--- src/rtl/mul_unit.sv ---
// Iterative unsigned N x N shift-and-add multiplier with start/busy/done handshake.
// One partial-product step per clock; the full-width product appears in Y after N run cycles.
//
// state  | meaning
// S_IDLE | waiting for start; Y holds the last product
// S_RUN  | one partial-product step per edge, N edges total
module mul_unit #(
  parameter int N = 4
) (
  input  logic           clk,
  input  logic           rst,
  input  logic           start,
  input  logic [N-1:0]   A,
  input  logic [N-1:0]   B,
  output logic [2*N-1:0] Y,
  output logic           busy,
  output logic           done
);

  localparam int CW = $clog2(N) + 1;

  typedef enum logic {S_IDLE, S_RUN} state_t;

  state_t          state;
  logic [2*N-1:0]  acc;
  logic [2*N-1:0]  mcand;
  logic [N-1:0]    mplier;
  logic [CW-1:0]   cnt;
  logic [2*N-1:0]  acc_next;

  always_comb begin
    acc_next = acc;
    if (mplier[0]) acc_next = acc + mcand;
  end

  always_ff @(posedge clk) begin
    if (rst) begin
      state  <= S_IDLE;
      acc    <= '0;
      mcand  <= '0;
      mplier <= '0;
      cnt    <= '0;
      Y      <= '0;
      busy   <= 1'b0;
      done   <= 1'b0;
    end else begin
      done <= 1'b0;
      case (state)
        S_IDLE: begin
          if (start) begin
            mcand  <= {{N{1'b0}}, A};
            mplier <= B;
            acc    <= '0;
            cnt    <= '0;
            busy   <= 1'b1;
            state  <= S_RUN;
          end
        end
        S_RUN: begin
          acc    <= acc_next;
          mcand  <= mcand << 1;
          mplier <= mplier >> 1;
          cnt    <= cnt + 1'b1;
          // Final step: publish the completed sum directly, skipping partial sums in Y.
          if (cnt == CW'(N - 1)) begin
            Y     <= acc_next;
            done  <= 1'b1;
            busy  <= 1'b0;
            state <= S_IDLE;
          end
        end
        default: state <= S_IDLE;
      endcase
    end
  end

endmodule

--- config.mk ---
export PLATFORM = sky130hd
export DESIGN_NAME = mul_unit
export DESIGN_NICKNAME = d
export VERILOG_FILES = /design/src/rtl/mul_unit.sv
export SDC_FILE = /design/constraint.sdc
export NUM_CORES = 1
export LEC_CHECK = 0
export CAP_MARGIN = 20
export CORE_AREA = 8 8 70 72
export CTS_BUF_LIST = sky130_fd_sc_hd__clkbuf_4 sky130_fd_sc_hd__clkbuf_8 sky130_fd_sc_hd__clkbuf_16
export DETAILED_ROUTE_END_ITERATION = 16
export DIE_AREA = 0 0 78 80
export HOLD_SLACK_MARGIN = 0.03
export PLACE_DENSITY_LB_ADDON = 0.3
export SYNTH_ARGS = -nofsm -noshare
export SYNTH_HDL_FRONTEND = slang
export SYNTH_SLANG_ARGS = --single-unit
--- constraint.sdc ---
create_clock -name clk -period 2 [get_ports clk]
set_input_delay 0.5 -clock clk [delete_from_list [all_inputs] [get_ports clk]]
set_output_delay 0.5 -clock clk [all_outputs]
set_load 0.01 [all_outputs]
==> impl_metrics.ini <==
[run_status]
status = finished, final reports clean

[die]
rows = 23
die_w_um = 78
die_h_um = 80
die-area_mm2 = 0.00624
start_util_pct = 42.8
ioPinCount = 21
fp.coreArea_mm2 = 0.00386

[timing]
fmax_mhz = 528
drv_slew = 0
rsz0062_at_grt = no
whs_ps = 453
clock_skew_ps = 4.53
tightest_slew_ps = 770
hold_viol_final = 0
setup_viol = 0
fin_ws_ps = 106
relSlewSlack_pct = 48.6
post-route-period-util_pct = 94.7
timing.setup.tns_ps = 0
period_minus_slack_ps = 1890

[placement]
gp_congestion = 0.851
io_buffers = 20
hpwlAfterDp_um = 2590
postPlaceCellArea_mm2 = 0.00194
dpl_worst_slack_ps = 67.5

[clock_network]
cts.clk_slew.worst_paths_ps = 70
clk_latency_ps = 290
clock_path_buffers = 2
numCtsBuffers = 5
clock-sinks = 34
cts_hold_buf = 0
cts_tree = done
htree_levels = 2
root_buffer = clkbuf_8

[pwr]
power_mw = 1.38
vdd_drop_max_v = 0.000480
powerDensity_mw_per_mm2 = 677
p_leak_nw = 0.820

[worst_setup_path]
cp_max_fo = 4
worstSetupPathType = register to register
crit_arrival_ps = 2110
start_kind = register
endpoint_kind = register
worst-endpoint-required_ps = 2220
regToRegSetupSlack_ps = 110

[grt]
first_global_vias = 1227
grt_util_all_layers_pct = 11.8
antenna_found_initial = 0
grt_first_pass_wirelength_um = 5860
grt_max_degree = 27
grt-ovfl-total = 0

[routing]
drtPass1Iterations = 5
vias = 1372
drc_errors = 0
drtIter0Drc = 89
vias_per_cell = 5.26
wl_um = 3480
ant_nets = 0
routedWlPerCell_um = 13.3

[logic_synthesis]
synth_cell_types = 37
synth_edf_count = 0
seq_area_frac_synth_pct = 41.2
ys.flop_type = dfxtp_1
netlist.area_leader.share_pct = 41.2
syn_inst = 185
synth_fp_nets = 206
synth_seq_cells = 34
yosys_warnings = 0
synthArstFlopShare_pct = 0
yosys.area.top_type = dfxtp_1
syn_area_per_cell_um2 = 8.93
synth_area_leaders = dfxtp_1 (41%), mux2i_1 (8.5%), ha_1 (6.8%)
syn_area_mm2 = 0.00165

[layout]
drive_above_1_share_pct = 10.4
antenna_cells = 0
nNetsFinal = 231
syn2layout_area_growth_pct = 23.5
final_area_mm2 = 0.00204
fillers = 387

[run]
max_cap_violations = 0

[hold_path]
min_path_type = register to register
[placed cells by master, fill, tap and decap left out, types with 3 or more instances in the layout]
| master | Yosys | layout |
|---|---|---|
| nor2_1 | 28 | 28 |
| clkdlybuf4s50_1 | 0 | 20 |
| mux2i_1 | 14 | 14 |
| nand3_1 | 3 | 3 |
| buf_4 | 1 | 9 |
| a21o_1 | 3 | 3 |
| nand2_1 | 9 | 9 |
| o21ai_0 | 9 | 9 |
| clkbuf_8 | 0 | 6 |
| xor2_1 | 3 | 3 |
| xnor2_1 | 3 | 3 |
| nor3b_1 | 6 | 6 |
| a21oi_1 | 18 | 17 |
| ha_1 | 9 | 9 |
| inv_1 | 4 | 4 |
| dfxtp_1 | 34 | 34 |
| a22oi_1 | 5 | 5 |
[synthesized netlist by cell type (2+ instances only)]
master	count
xnor2_1	3
a21o_1	3
dfxtp_1	34
nand3_1	3
nand2_1	9
ha_1	9
o21ai_0	9
xor2_1	3
nor2_1	28
clkbuf_1	9
nor3b_1	6
inv_1	4
a211oi_1	2
mux2i_1	14
nand2b_1	2
o211ai_1	2
a22oi_1	5
nor2b_1	2
o21a_1	2
a21oi_1	18
nor3_1	2
[final cells by class]
class                   instances  area (um2)  share of cell area [%]
multi-input cells             136         918                    45.0
flip-flops and latches         34         681                    33.4
repair buffers                 29         268                    13.1
clock buffers                   7        90.1                    4.42
well taps                      50        62.6                    3.07
inverters                       4        15.0                   0.736
clock inverters                 1        5.00                   0.245
[state kept, by name (all words and copies together) (netlist names)]
register / count
Y: 8
cnt: 3
done: 1
mplier: 4
busy: 1
acc: 8
mcand: 8
state: 1
[per-layer routing]
layer	GRT usage, %	wire length, um	vias up
li1	-	-	704
met1	15.0	1690	629
met2	17.4	1540	31
met3	4.05	171	8
met4	5.56	79	0
met5	0	0	-
[critical path: stages (launching register included)]
cell	delay (ps)
dfxtp_1	420
ha_1	290
a211oi_2	250
o21a_1	220
o211ai_2	130
or3b_1	390
a31oi_1	120
[power by group]
group,switching [mW],internal [mW]
Sequential,0.0148,0.693
Combinational,0.0709,0.0640
Clock,0.248,0.291
Total,0.333,1.05
[path summary, 6_finish.rpt]
path	start	endpoint	cells after the start
hold reg to reg	Y[5]$_SDFFE_PP0P_	Y[5]$_SDFFE_PP0P_	2
setup reg to reg	mcand[1]$_SDFFE_PP0P_	acc[7]$_SDFFE_PP0P_	6
setup / recovery	mcand[1]$_SDFFE_PP0P_	acc[7]$_SDFFE_PP0P_	6
hold / removal	Y[5]$_SDFFE_PP0P_	Y[5]$_SDFFE_PP0P_	2
[cells by family after synthesis]
kind of cell / Yosys count / share of synthesized area, %
flops: 34 / 41.2
mux: 14 / 8.48
buf+inv: 15 / 3.71
fa+ha+maj: 10 / 8.03
compound gates: 48 / 18.6
simple gates: 58 / 16.7
xor+xnor: 6 / 3.18
[per-stage QoR]
step	util, %	std cells
2_1_floorplan	-	185
3_3_place_gp	50.2	253
3_5_place_dp	50.2	253
4_1_cts	52.7	261
5_1_grt	52.9	261
6_report	52.9	261
[timing repair]
| action | in CTS | in global routing |
|---|---|---|
| gates resized for setup | 0 | 2 |
| buffers inserted | 0 | 0 |
| endpoints found under the hold margin | 0 | 0 |
| endpoints found under the setup margin | 0 | 3 |
Power figures use the tool's default switching activity.
